### config.mk
export PLATFORM = sky130hd
export DESIGN_NAME = hwag_spi_frame
export DESIGN_NICKNAME = d
export VERILOG_FILES = /design/src/rtl/hwag_spi_frame.sv
export SDC_FILE = /design/constraint.sdc
export NUM_CORES = 1
export LEC_CHECK = 0
export CORE_UTILIZATION = 45
export CTS_BUF_LIST = sky130_fd_sc_hd__clkbuf_4
export CTS_CLUSTER_DIAMETER = 100
export DETAILED_ROUTE_END_ITERATION = 10
export PLACE_DENSITY = 0.68
export SETUP_SLACK_MARGIN = 0.05
export SYNTH_ARGS = -nofsm -noshare
export SYNTH_HDL_FRONTEND = slang
export SYNTH_SLANG_ARGS = --single-unit
### constraint.sdc
create_clock -name clk -period 11.6 [get_ports clk]
set_input_delay 2.32 -clock clk [delete_from_list [all_inputs] [get_ports clk]]
set_output_delay 2.32 -clock clk [all_outputs]
set_load 0.01 [all_outputs]
### src/rtl/hwag_spi_frame.sv
// Frame layer between the byte-level SPI slave and the HWAG register set.
// Assembles 7-byte CMD/ADDR/DATA/CRC frames, checks them, and serves read-back bytes.
module hwag_spi_frame #(
  parameter int unsigned DATA_W    = 32,
  parameter logic [7:0]  CMD_WRITE = 8'h01,
  parameter logic [7:0]  CMD_READ  = 8'h02,
  parameter int unsigned ERRCNT_W  = 8
) (
  input  logic                clk,
  input  logic                rst,
  input  logic                spi_ss,
  input  logic [7:0]          rx_byte,
  input  logic                rx_stb,
  input  logic                tx_stb,
  output logic [7:0]          tx_byte,
  output logic                wr_stb,
  output logic [7:0]          wr_addr,
  output logic [DATA_W-1:0]   wr_data,
  output logic [7:0]          rd_addr,
  input  logic [DATA_W-1:0]   rd_data,
  output logic                frame_ok,
  output logic [ERRCNT_W-1:0] crc_err_cnt,
  output logic [ERRCNT_W-1:0] len_err_cnt
);

  localparam int unsigned FRAME_LEN = 7;
  localparam int unsigned CNT_W     = 3;
  localparam int unsigned SH_W      = 32;

  typedef enum logic [1:0] {
    IDLE  = 2'd0,
    RECV  = 2'd1,
    CHECK = 2'd2
  } state_e;

  state_e state_q, state_d;

  logic                ss_q;
  logic                ss_fall, ss_rise;
  logic [CNT_W-1:0]    cnt_q, cnt_d;
  logic [7:0]          crc_q, crc_d;
  logic                ovr_q, ovr_d;
  logic [7:0]          slot_q [FRAME_LEN];
  logic [7:0]          slot_d [FRAME_LEN];
  logic [7:0]          rd_addr_q, rd_addr_d;
  logic                rd_pend_q, rd_pend_d;
  logic                rd_valid_q, rd_valid_d;
  logic [SH_W-1:0]     shadow_q, shadow_d;
  logic [CNT_W-1:0]    tx_cnt_q, tx_cnt_d;
  logic [7:0]          tx_byte_q, tx_byte_d;
  logic                wr_stb_q, wr_stb_d;
  logic                frame_ok_q, frame_ok_d;
  logic [7:0]          wr_addr_q, wr_addr_d;
  logic [DATA_W-1:0]   wr_data_q, wr_data_d;
  logic [ERRCNT_W-1:0] crc_err_q, crc_err_d;
  logic [ERRCNT_W-1:0] len_err_q, len_err_d;

  // CRC-8, poly 0x07, MSB-first, one byte per call
  function automatic logic [7:0] crc8_upd(input logic [7:0] c, input logic [7:0] b);
    logic [7:0] x;
    x = c ^ b;
    for (int i = 0; i < 8; i++) begin
      x = x[7] ? ((x << 1) ^ 8'h07) : (x << 1);
    end
    return x;
  endfunction

  // Byte for a transmit slot; the two leading zero bytes leave a zero-init CRC at zero
  function automatic logic [7:0] tx_sel(input logic [CNT_W-1:0] slot,
                                        input logic [SH_W-1:0]  sh,
                                        input logic             vld);
    logic [7:0] c;
    logic [7:0] b;
    c = 8'h00;
    for (int i = 0; i < 4; i++) begin
      c = crc8_upd(c, sh[8*i +: 8]);
    end
    case (slot)
      3'd2:    b = sh[7:0];
      3'd3:    b = sh[15:8];
      3'd4:    b = sh[23:16];
      3'd5:    b = sh[31:24];
      3'd6:    b = c;
      default: b = 8'h00;
    endcase
    return vld ? b : 8'h00;
  endfunction

  assign ss_fall = ss_q & ~spi_ss;
  assign ss_rise = ~ss_q & spi_ss;

  always_ff @(posedge clk or posedge rst) begin
    if (rst) begin
      state_q <= IDLE;
    end else begin
      state_q <= state_d;
    end
  end

  always_comb begin
    state_d = state_q;
    case (state_q)
      IDLE:    if (ss_fall) state_d = RECV;
      RECV:    if (ss_rise) state_d = CHECK;
      CHECK:   state_d = ss_fall ? RECV : IDLE;
      default: state_d = IDLE;
    endcase
  end

  always_comb begin
    cnt_d      = cnt_q;
    crc_d      = crc_q;
    ovr_d      = ovr_q;
    slot_d     = slot_q;
    rd_addr_d  = rd_addr_q;
    rd_pend_d  = 1'b0;
    rd_valid_d = rd_valid_q;
    shadow_d   = shadow_q;
    tx_cnt_d   = tx_cnt_q;
    wr_stb_d   = 1'b0;
    frame_ok_d = 1'b0;
    wr_addr_d  = wr_addr_q;
    wr_data_d  = wr_data_q;
    crc_err_d  = crc_err_q;
    len_err_d  = len_err_q;

    case (state_q)
      RECV: begin
        if (rx_stb && !ss_rise) begin
          if (cnt_q == CNT_W'(FRAME_LEN)) begin
            ovr_d = 1'b1;
          end else begin
            slot_d[cnt_q] = rx_byte;
            if (cnt_q < CNT_W'(FRAME_LEN - 1)) crc_d = crc8_upd(crc_q, rx_byte);
            cnt_d = cnt_q + CNT_W'(1);
          end
          if ((cnt_q == CNT_W'(1)) && (slot_q[0] == CMD_READ)) begin
            rd_addr_d = rx_byte;
            rd_pend_d = 1'b1;
          end
        end
      end
      CHECK: begin
        if ((cnt_q != CNT_W'(FRAME_LEN)) || ovr_q) begin
          if (len_err_q != '1) len_err_d = len_err_q + ERRCNT_W'(1);
        end else if (crc_q != slot_q[6]) begin
          if (crc_err_q != '1) crc_err_d = crc_err_q + ERRCNT_W'(1);
        end else begin
          frame_ok_d = 1'b1;
          if (slot_q[0] == CMD_WRITE) begin
            wr_stb_d  = 1'b1;
            wr_addr_d = slot_q[1];
            wr_data_d = DATA_W'({slot_q[5], slot_q[4], slot_q[3], slot_q[2]});
          end
        end
      end
      default: ;
    endcase

    // New frame start, also when the fall lands in the CHECK cycle
    if ((state_q != RECV) && ss_fall) begin
      cnt_d = '0;
      crc_d = 8'h00;
      ovr_d = 1'b0;
    end

    if (rd_pend_q) begin
      shadow_d   = SH_W'(rd_data);
      rd_valid_d = 1'b1;
    end

    if (ss_fall) begin
      tx_cnt_d   = '0;
      rd_valid_d = 1'b0;
    end else if (tx_stb && (tx_cnt_q != CNT_W'(FRAME_LEN))) begin
      tx_cnt_d = tx_cnt_q + CNT_W'(1);
    end

    tx_byte_d = tx_sel(tx_cnt_d, shadow_d, rd_valid_d);
  end

  always_ff @(posedge clk or posedge rst) begin
    if (rst) begin
      ss_q       <= 1'b0;
      cnt_q      <= '0;
      crc_q      <= 8'h00;
      ovr_q      <= 1'b0;
      slot_q     <= '{default: 8'h00};
      rd_addr_q  <= 8'h00;
      rd_pend_q  <= 1'b0;
      rd_valid_q <= 1'b0;
      shadow_q   <= '0;
      tx_cnt_q   <= '0;
      tx_byte_q  <= 8'h00;
      wr_stb_q   <= 1'b0;
      frame_ok_q <= 1'b0;
      wr_addr_q  <= 8'h00;
      wr_data_q  <= '0;
      crc_err_q  <= '0;
      len_err_q  <= '0;
    end else begin
      ss_q       <= spi_ss;
      cnt_q      <= cnt_d;
      crc_q      <= crc_d;
      ovr_q      <= ovr_d;
      slot_q     <= slot_d;
      rd_addr_q  <= rd_addr_d;
      rd_pend_q  <= rd_pend_d;
      rd_valid_q <= rd_valid_d;
      shadow_q   <= shadow_d;
      tx_cnt_q   <= tx_cnt_d;
      tx_byte_q  <= tx_byte_d;
      wr_stb_q   <= wr_stb_d;
      frame_ok_q <= frame_ok_d;
      wr_addr_q  <= wr_addr_d;
      wr_data_q  <= wr_data_d;
      crc_err_q  <= crc_err_d;
      len_err_q  <= len_err_d;
    end
  end

  assign tx_byte     = tx_byte_q;
  assign wr_stb      = wr_stb_q;
  assign wr_addr     = wr_addr_q;
  assign wr_data     = wr_data_q;
  assign rd_addr     = rd_addr_q;
  assign frame_ok    = frame_ok_q;
  assign crc_err_cnt = crc_err_q;
  assign len_err_cnt = len_err_q;

endmodule

==> results of run 1 <==
==> stage by stage <==
stage	hold slack (ns)	worst slack (ns)	power, mW	utilization, %
final	0.485	6.79	1.77	54.8
after floorplan	0.433	4.34	1.29	-
after CTS	0.485	6.83	1.79	54.7
after global placement	0.443	6.21	1.41	53.3
after global routing	0.507	6.69	1.89	54.8
after detailed placement	0.465	6.18	1.43	53.3
==> area by class of cell <==
class	count	area (um2)	area share, %
clock inverters	15	159	1.49
clock buffers	17	128	1.20
multi-input cells	448	4230	39.7
repair buffers	122	1210	11.4
diodes	2	5.00	0.0469
flip-flops and latches	182	4560	42.7
inverters	10	42.5	0.399
well taps	265	332	3.11
==> critical path, stage by stage <==
cell	delay (ns)
clkdlybuf4s50_1	0.58
xnor3_2	0.48
mux2i_4	0.17
xnor3_2	0.50
xnor3_2	0.47
xnor2_1	0.29
xor2_1	0.20
xnor2_1	0.14
o22ai_1	0.10
==> Yosys cell counts, drive strengths merged, types with 4 or more instances <==
| master | instances |
|---|---|
| a21oi | 4 |
| a221o | 4 |
| a221oi | 4 |
| buf | 4 |
| clkbuf | 20 |
| dfrtp | 182 |
| ha | 7 |
| inv | 10 |
| mux2 | 133 |
| mux2i | 30 |
| nand2 | 23 |
| nand3 | 14 |
| nand4 | 8 |
| nor2 | 20 |
| nor3 | 7 |
| o21ai | 17 |
| o22ai | 5 |
| xnor2 | 90 |
| xnor3 | 18 |
| xor2 | 30 |
==> power by group through the flow <==
stage	Clock [mW]	Sequential [mW]	Combinational, mW
after global placement	0	0.813	0.597
after detailed placement	0	0.822	0.608
after floorplan	0	0.799	0.491
final	0.353	0.810	0.610
after global routing	0.393	0.826	0.667
after CTS	0.366	0.809	0.613
==> layer usage <==
metal	share of wire [%]	vias up
met5	0	-
met4	1.5	0
met3	5.1	23
met2	48	135
met1	45	2798
li1	-	2572
==> final timing paths <==
| path | slack (ns) | cells past startpoint | start | endpoint |
|---|---|---|---|---|
| worst max-delay path | 6.79 | 9 | rd_data[2] | tx_byte[5] |
| worst min register to register | 0.49 | 1 | ss_q | state_q[1] |
| worst min-delay path | 0.49 | 1 | ss_q | state_q[1] |
| worst max register to register | 8.39 | 8 | rd_pend_q | tx_byte[5] |
| max in group asynchronous | 7.64 | 3 | rst | rd_pend_q |
| min in group asynchronous | 2.32 | 2 | rst | wr_data[2] |
==> cells by family (layout without fill, tap and decap cells) <==
family / count (synthesis) / in the layout / share of synthesized area (%)
flip-flops: 182 / 182 / 51.1
XOR/XNOR: 140 / 140 / 17.4
other: 0 / 2 / 0
adder cells (fa/ha/maj): 7 / 7 / 0.982
AO/OA/AOI/OAI: 46 / 46 / 3.46
buffers and inverters: 34 / 164 / 1.61
AND/OR/NAND/NOR: 92 / 92 / 5.23
multiplexers: 163 / 163 / 20.3
==> summary.md, run 1 <==
| Metric | Value |
|---|---|
| Vias | `5,528` |
| Fmax | `208 MHz` |
| Placed Cells | `1,027` |
| Die Ht | `143 um` |
| Syn_nets | `716` |
| Switching power total | `0.613 mW` |
| Met3 GRT Util | `4.46%` |
| Largest net degree at the start of global routing | `103` |
| Sequential share of power | `45.7%` |
| Iter 0 DRT Violations | `276` |
| Gr ovfl total | `0` |
| Final WL | `19.6 mm` |
| Final Cell Area | `10,700 um2` |
| Yosys reg bits | `182` |
| Residual DRC | `0` |
| Vias per cell | `around 5.2` |
| GRT busiest layer | `met2` |
| Chip width | `143 um` |
| Largest cells by area after synthesis | `dfrtp_1 (51%), mux2_2 (17%), xnor2_1 (8.7%), mux2i_1 (3.3%), xor2_1 (2.8%)` |
| Sw frac | `between 30% and 40%` |
| Layout net count | `833` |
| Clk pwr share | `19.9%` |
| Dominant synthesized flop cell | `dfrtp_1` |
| Crit share post-route | `41.4%` |
| Worst-Skew Late Latency | `between 0.5 and 0.6 ns` |
| GRT Total Usage | `20.6%` |
| Root Driver | `clkbuf_4` |
| Slew @ Worst Pin | `1.20 ns` |
| Synth Area per Inst | `around 13 um2` |
| Met2 usage | `33.6%` |
| Fillers | `between 1,500 and 2,000` |
| Leakage | `4.73 nW` |
| ANT nets after route | `0` |
| Hold buffers post-CTS | `0` |
| Placed Area | `10,400 um2` |
| RSZ-0062 raised after global routing | `false` |
| Final Instance Count excl. Fillers | `1,061` |
| Power Density | `166 nW/um2` |
| Initial antenna violation count | `1` |
| Gpl congestion | `roughly 0.87` |
| Count of cell types in the netlist | `50` |
| Deepest clock path buffer count | `2` |
| EDFF count, synth | `0` |
| Die ar. | `20,400 um2` |
| Worst EP arrival | `5.25 ns` |
| CTS tree | `yes` |
| Critical path required time | `12.05 ns` |
| Post-DP HPWL | `13.8 mm` |
| Row Count | `between 50 and 60` |
| Mapped Area | `8920 um2` |
| Final Hold Viols | `0` |
| Area share of the largest cell type after synthesis | `51.1%` |
| CTS Buf Count | `17` |
| Hold crit path type | `flip-flop to flip-flop` |
| Largest register by flop count | `slot_q` |
| PortBufs | `118` |
| # resized after CTS | `0` |
| Crit start category | `primary input` |
| Internal power | `1.16 mW` |
| Drt pass-1 iters | `4` |
| Initial Util | `45.8%` |
| Clock Pin Slew Worst Setup and Hold Paths | `0.17 ns` |
| Comb pwr share | `34.4%` |
| Max cap viols | `0` |
| H-tree Lvls | `4` |
| IO Count | `119` |
| Clk_skew | `0.0275 ns` |
| Commonest non-fill, non-tap cells in the layout | `dfrtp_1 (181), mux2_2 (133), clkdlybuf4s50_1 (118)` |
| Final setup violation count | `0` |
| Min cycle time layout | `4.81 ns` |
| Cell count after synthesis | `664` |
| Most common cell after layout, fill and taps aside | `dfrtp_1` |
| Sequential-to-total area share from yosys stat | `51.1%` |
| Fraction of layout cells with a size suffix above 1 | `23.4%` |
| Worst-path fanout max | `5` |
| Max_slew headroom | `19.4%` |
| First-pass GRT wire length | `31.9 mm` |
| Synth warn | `0` |
| Worst Setup End Kind | `flip-flop` |
| CORE AREA | `19,500 um2` |
| Synth area leader | `dfrtp_1` |
| Vias in the first global route | `5,890` |
| Status | `finished clean` |
| Post-CTS Setup Bufs | `0` |
| Max reg flops | `56` |
| Average wire per standard cell | `18.5 um` |
| VDD IR max | `73.8 uV` |
| Fin. max-slew vios | `0` |
| Setup TNS | `0 ns` |
| M1 GR Usage | `27.4%` |
| Clk sink count | `182` |
| Critical path class | `primary input to flip-flop` |
| Layout area overhead | `19.5%` |
| FFs w/ async S/R, synth | `100%` |
(Power assumes the default switching activity.)
==> run 2, diff against run 1 <==
Settings changed: PLACE_DENSITY 0.68 to 0.71.
Clock period 11.6 ns to 4.1 ns, I/O delays scaled along.
==> run 2 against run 1 <==
  * Wire length grew 0.18%
  * Sequential share of layout area shrank 0.55 points
  * Clock skew shrank 0.0067 ns
  * Via count grew 0.43%
  * Core utilization grew 0.72 points
  * First-iteration DRC count grew 13%
  * Critical path type unchanged
  * Final area grew 1.3%
==> summary.md, run 2 (synthesis results as in run 1) <==
| Metric | Value |
|---|---|
| PortBufs | `118 (unchanged)` |
| Fin. max-slew vios | `0 (unchanged)` |
| Sw frac | `34.3% (-0.23 points)` |
| Buf/Inv on CP | `2 (+1)` |
| CP max stage cell | `xnor3_1` |
| Most common cell after layout, fill and taps aside | `dfrtp_1` |
| Die Ht | `143 um (unchanged)` |
| Deepest clock path buffer count | `2 (unchanged)` |
| Largest net degree at the start of global routing | `106 (+2.9%)` |
| Root Driver | `clkbuf_4` |
| Initial Util | `45.8% (unchanged)` |
| Row Count | `51 (unchanged)` |
| ANT nets after route | `0 (unchanged)` |
| Slew @ Worst Pin | `0.873 ns (-0.327 ns)` |
| Critical path class | `primary input to flip-flop` |
| Post-CTS Setup Bufs | `0 (unchanged)` |
| CORE AREA | `19,500 um2 (unchanged)` |
| Fillers | `1,613 (-1.0%)` |
| Crit share post-route | `79.8%` |
| Chip width | `143 um (unchanged)` |
| Most frequent CP cell | `xnor2_1` |
| GRT Total Usage | `20.5% (-0.097 points)` |
| Final WL | `19.7 mm (+0.18%)` |
| Final Cell Area | `10,800 um2 (+1.3%)` |
| Reg area | `4560 um2 (unchanged)` |
| Vias per cell | `5.16 (-1.1%)` |
| Placed Area | `10,500 um2 (+1.5%)` |
| CTS tree | `yes` |
| Layout area overhead | `21.1%` |
| R2R Setup Slk | `0.97 ns (-7.42 ns)` |
| Crit start category | `primary input` |
| Clk pwr share | `19.2% (-0.7 points)` |
| Worst-path fanout max | `4 (-1)` |
| Critical Path, Cell by Cell | `clkdlybuf4s50_1 -> buf_4 -> xnor3_4 -> mux2i_1 -> xnor2_1 -> xnor2_1 -> xnor2_1 -> xnor2_1 -> xnor3_1 -> o22ai_1` |
| Leakage | `4.82 nW (+1.9%)` |
| Setup TNS | `0 ns (unchanged)` |
| Power Density | `466 nW/um2 (+180%)` |
| Worst-Skew Late Latency | `0.57 ns (about the same)` |
| Switching power total | `1.73 mW (+180%)` |
| Fmax | `between 300 and 400 MHz` |
| Average wire per standard cell | `18.2 um (-1.3%)` |
| Worst Setup SP | `rd_data[2]` |
| Internal power | `3.30 mW (+180%)` |
| Commonest non-fill, non-tap cells in the layout | `dfrtp_1 (181), mux2_2 (133), clkdlybuf4s50_1 (118)` |
| Comb pwr share | `35.3% (+0.9 points)` |
| # resized after CTS | `0 (unchanged)` |
| Hold_sp | `ss_q` |
| Clk_skew | `0.0207 ns (-0.00672 ns)` |
| Initial antenna violation count | `0 (-1)` |
| Layout net count | `851 (+2.2%)` |
| Worst EP arrival | `3.76 ns (-1.49 ns)` |
| Worst slack at placement | `0.279 ns (-5.90 ns)` |
| Worst Setup End Kind | `flip-flop` |
| Critical path required time | `4.59 ns (-7.46 ns)` |
| H-tree Lvls | `4 (unchanged)` |
| Multi-input combinational cell area | `4230 um2 (unchanged)` |
| IO Count | `119 (unchanged)` |
| VDD IR max | `235 uV (+220%)` |
| Hold buffers post-CTS | `0 (unchanged)` |
| Residual DRC | `0 (unchanged)` |
| Gr ovfl total | `0 (unchanged)` |
| Iter 0 DRT Violations | `312 (+13%)` |
| Max cap viols | `0 (unchanged)` |
| CP top delay family | `XOR/XNOR gates` |
| Final Hold Viols | `0 (unchanged)` |
| Antenna Cells | `0 (-2)` |
| Min cycle time layout | `3.27 ns` |
| Launching point of the worst reg2reg path | `rd_pend_q` |
| Crit-path max cell delay | `0.51 ns (-0.07 ns)` |
| Status | `finished clean` |
| Final setup violation count | `0 (unchanged)` |
| RSZ-0062 raised after global routing | `false` |
| Die ar. | `20,400 um2 (unchanged)` |
| Clk sink count | `182 (unchanged)` |
| Fraction of layout cells with a size suffix above 1 | `25.1% (+1.7 points)` |
| Gpl congestion | `0.866 (about the same)` |
| Fin Hold WS | `0.475 ns (-0.0105 ns)` |
| Post-DP HPWL | `14.0 mm (+1.5%)` |
| Clock Pin Slew Worst Setup and Hold Paths | `0.15 ns (-0.02 ns)` |
| Sequential share of power | `45.6% (about the same)` |
| Final setup margin | `0.830 ns (-5.96 ns)` |
| CTS Buf Count | `17 (unchanged)` |
| Max_slew headroom | `41.4% (+22 points)` |
| Max reg flops | `56 (unchanged)` |
| Drt pass-1 iters | `4 (unchanged)` |
| Vias | `5,552 (+0.43%)` |
| First-pass GRT wire length | `31.4 mm (-1.5%)` |
| Hold crit path type | `flip-flop to flip-flop` |
| Largest register by flop count | `slot_q` |
| Vias in the first global route | `5,783 (-1.8%)` |
[run 2: cell types whose count changed in the layout (fill, tap and decap cells not counted), moves of 2 or more]
cell,previous run,this run
buf_12,0,2
inv_8,6,4
diode_2,2,0
buf_4,4,20
[run 2: layer usage]
metal  vias up  wire length (um)  GRT usage, %
met5         -                 0             0
met4         0               286          6.23
met3        22               993          4.93
met2       122              9580          34.0
met1      2798              8790          26.6
li1       2610                 -             -
[run 2: worst paths after layout]
| check | to | cells after the start |
|---|---|---|
| hold / removal | state_q[1] | 1 |
| setup / recovery | tx_byte[6] | 10 |
| max in group asynchronous | wr_data[6] | 3 |
| setup reg to reg | tx_byte[6] | 8 |
| hold reg to reg | state_q[1] | 1 |
| min in group asynchronous | len_err_cnt[7] | 3 |
[run 2: power groups by stage]
| stage | Clock [mW] | Sequential, mW | Combinational, mW |
|---|---|---|---|
| 5_1_grt | 1.07 | 2.33 | 1.93 |
| 6_report | 0.965 | 2.29 | 1.77 |
| 3_3_place_gp | 0 | 2.30 | 1.71 |
| 3_5_place_dp | 0 | 2.33 | 1.76 |
| 2_1_floorplan | 0 | 2.26 | 1.39 |
| 4_1_cts | 1.01 | 2.29 | 1.78 |
[run 2: metrics by stage]
| step | utilization, % | power, mW | cells |
|---|---|---|---|
| floorplan | - | 3.65 | 664 |
| global placement | 54.1 | 4.01 | 1045 |
| detailed placement | 54.1 | 4.09 | 1045 |
| CTS | 55.5 | 5.08 | 1077 |
| global route | 55.5 | 5.33 | 1077 |
| finish | 55.5 | 5.03 | 1077 |
[run 2: final cells by class]
cell class / count / area share (%)
Clock buffer: 18 / 1.25
Clock inverter: 14 / 1.27
Inverter: 10 / 0.382
Multi-Input combinational cell: 448 / 39.1
Sequential cell: 182 / 42.2
Tap cell: 265 / 3.07
Timing Repair Buffer: 140 / 12.7
==> run 3, diff against run 2 <==
Clock period 4.1 ns to 2.9 ns, I/O delays scaled along.
==> run 3 against run 2 <==
  * Non-clock buffer count rose by 50
  * Via count increased by 4.1%
  * Clock skew is 0.016 ns higher
  * Combinational power is 58% higher
  * Critical path depth shrank 1
  * First-iteration DRC count decreased by 20%
  * Core utilization is 2.5 points higher
  * Die area unchanged
  * Total power up 51%
  * Sequential cell count is the same
==> summary.md, run 3 (synthesis results as in run 1) <==
| Metric | Value |
|---|---|
| First-pass GRT wire length | `32.8 mm (+4.3%)` |
| Power Density | `671 nW/um2 (+44%)` |
| Initial antenna violation count | `0 (unchanged)` |
| CP max stage cell | `xnor3_2` |
| PortBufs | `118 (unchanged)` |
| Row Count | `51 (unchanged)` |
| RSZ-0062 raised after global routing | `false` |
| Chip width | `143 um (unchanged)` |
| Antenna Cells | `0 (unchanged)` |
| Leakage | `5.10 nW (+5.9%)` |
| Critical path class | `primary input to flip-flop` |
| IO Count | `119 (unchanged)` |
| Vias per cell | `5.13 (-0.53%)` |
| Placed Area | `10,900 um2 (+4.0%)` |
| H-tree Lvls | `4 (unchanged)` |
| Critical Path, Cell by Cell | `clkdlybuf4s50_1 -> xnor3_2 -> mux2i_4 -> xnor3_2 -> xnor3_2 -> xor2_4 -> xnor2_2 -> xnor2_1 -> o22ai_1` |
| Clk_skew | `0.0367 ns (+0.0160 ns)` |
| Layout net count | `901 (+5.9%)` |
| Average wire per standard cell | `18.0 um (-1.2%)` |
| Slew @ Worst Pin | `0.618 ns (-0.254 ns)` |
| Worst-Skew Late Latency | `0.60 ns (+0.03 ns)` |
| Status | `finished clean` |
| CTS Buf Count | `17 (unchanged)` |
| Drt pass-1 iters | `4 (unchanged)` |
| R2r endpoint | `tx_byte[1]` |
| Post-DP HPWL | `14.9 mm (+6.4%)` |
| ANT nets after route | `0 (unchanged)` |
| Iter 0 DRT Violations | `250 (-20%)` |
| Critical path required time | `3.36 ns (-1.23 ns)` |
| Worst-path fanout max | `4 (unchanged)` |
| Crit share post-route | `95.6%` |
| Root Driver | `clkbuf_4` |
| Setup TNS | `0 ns (unchanged)` |
| CORE AREA | `19,500 um2 (unchanged)` |
| R2R Setup Slk | `0.16 ns (-0.81 ns)` |
| Fraction of layout cells with a size suffix above 1 | `29.9% (+4.8 points)` |
| Crit start category | `primary input` |
| Commonest non-fill, non-tap cells in the layout | `dfrtp_1 (179), mux2_2 (133), clkdlybuf4s50_1 (118)` |
| Crit. path cell count | `9 (-1)` |
| Final WL | `20.3 mm (+3.4%)` |
| CP top delay family | `XOR/XNOR gates` |
| CTS tree | `yes` |
| Die Ht | `143 um (unchanged)` |
| Clock Pin Slew Worst Setup and Hold Paths | `0.17 ns (+0.02 ns)` |
| Launching point of the worst reg2reg path | `shadow_q[2]` |
| Layout area overhead | `26.6%` |
| Max cap viols | `0 (unchanged)` |
| Max_slew headroom | `58.3% (+17 points)` |
| VDD IR max | `346 uV (+47%)` |
| Max reg flops | `56 (unchanged)` |
| Vias in the first global route | `6,142 (+6.2%)` |
| Final Hold Viols | `0 (unchanged)` |
| Most frequent CP cell | `xnor3_2` |
| Vias | `5,779 (+4.1%)` |
| Hold buffers post-CTS | `0 (unchanged)` |
| Residual DRC | `0 (unchanged)` |
| Buf/Inv on CP | `1 (-1)` |
| Gpl congestion | `0.905 (+4.5%)` |
| Gr ovfl total | `0 (unchanged)` |
| Hold crit path type | `primary input to asynchronous set/reset pin` |
| Reg2Reg Depth | `8 (unchanged)` |
| Fillers | `1,558 (-3.4%)` |
| Worst Setup SP | `rd_data[2]` |
| Deepest clock path buffer count | `2 (unchanged)` |
| Clk sink count | `182 (unchanged)` |
| Initial Util | `45.8% (unchanged)` |
| Final Cell Area | `11,300 um2 (+4.6%)` |
| Final setup violation count | `0 (unchanged)` |
| GRT Total Usage | `21.2% (+0.67 points)` |
| Largest net degree at the start of global routing | `75 (-29%)` |
| Largest register by flop count | `slot_q` |
| Crit-path max cell delay | `0.50 ns (about the same)` |
| Worst Setup End Kind | `flip-flop` |
| Min cycle time layout | `2.77 ns` |
| Fmax | `361 MHz` |
| Fin. max-slew vios | `0 (unchanged)` |
| Most common cell after layout, fill and taps aside | `dfrtp_1` |
| Worst EP arrival | `3.23 ns (-0.53 ns)` |
| Die ar. | `20,400 um2 (unchanged)` |
==> run 3: cell types whose count changed in the layout (fill, tap and decap cells not counted), sizes merged <==
cell      change
clkbuf        -1
buf          +50
clkinvlp      -2
clkinv        +3
==> run 3: metal layers <==
metal	track usage, %	wire length, um	vias up	share of wire [%]
met2	36.5	10100	120	50
met4	5.55	274	0	1.3
met1	26.7	9110	2935	45
met5	0	0	-	0
li1	-	-	2704	-
met3	4.96	837	20	4.1
==> run 3: cell type report <==
class | count | area (um2) | share of cell area (%)
Timing Repair Buffer | 190 | 1780 | 15.8
Inverter | 10 | 41.3 | 0.366
Sequential cell | 182 | 4560 | 40.4
Multi-Input combinational cell | 448 | 4240 | 37.5
Tap cell | 265 | 332 | 2.94
Clock inverter | 15 | 211 | 1.87
Clock buffer | 17 | 128 | 1.13
==> run 3: where the power goes <==
part,internal [mW],leakage (nW),switching (mW),total (mW)
clock network,0.448,0.174,1.11,1.56
logic,1.55,2.51,1.24,2.79
registers,2.94,2.42,0.289,3.23
total,4.94,5.10,2.64,7.58
==> run 3: how the worst max path moves through the flow <==
stage / to / slack [ns]
finish: tx_byte[1] / 0.13
global route: tx_byte[5] / 0.06
CTS: tx_byte[1] / 0.10
detailed placement: tx_byte[1] / -0.48
global placement: tx_byte[2] / -0.40
floorplan: cnt_q[0] / -0.02
==> run 3: through the flow <==
stage	setup WS, ns	util (%)	power [mW]	hold slack (ns)	std cells
floorplan	-0.0166	-	5.17	0.433	664
global placement	-0.401	56.3	5.93	0.442	1095
detailed placement	-0.479	56.3	6.06	0.469	1095
CTS	0.103	58.0	7.64	0.318	1127
global route	0.0552	58.0	8.00	0.334	1127
finish	0.128	58.0	7.58	0.348	1127
==> run 3: what timing repair did <==
item,CTS,global route
endpoints found under the setup margin,0,4
gates resized for setup,0,3
setup buffers,0,0
==> run 3: worst reg2reg max path: stages, from the launching register on <==
cell and delay (ns):
dfrtp_2 0.45, xnor3_1 0.44, mux2i_4 0.16, xnor3_2 0.50, xnor3_2 0.33, xor2_4 0.22, xnor2_2 0.25, xnor2_1 0.17
o22ai_1 0.10
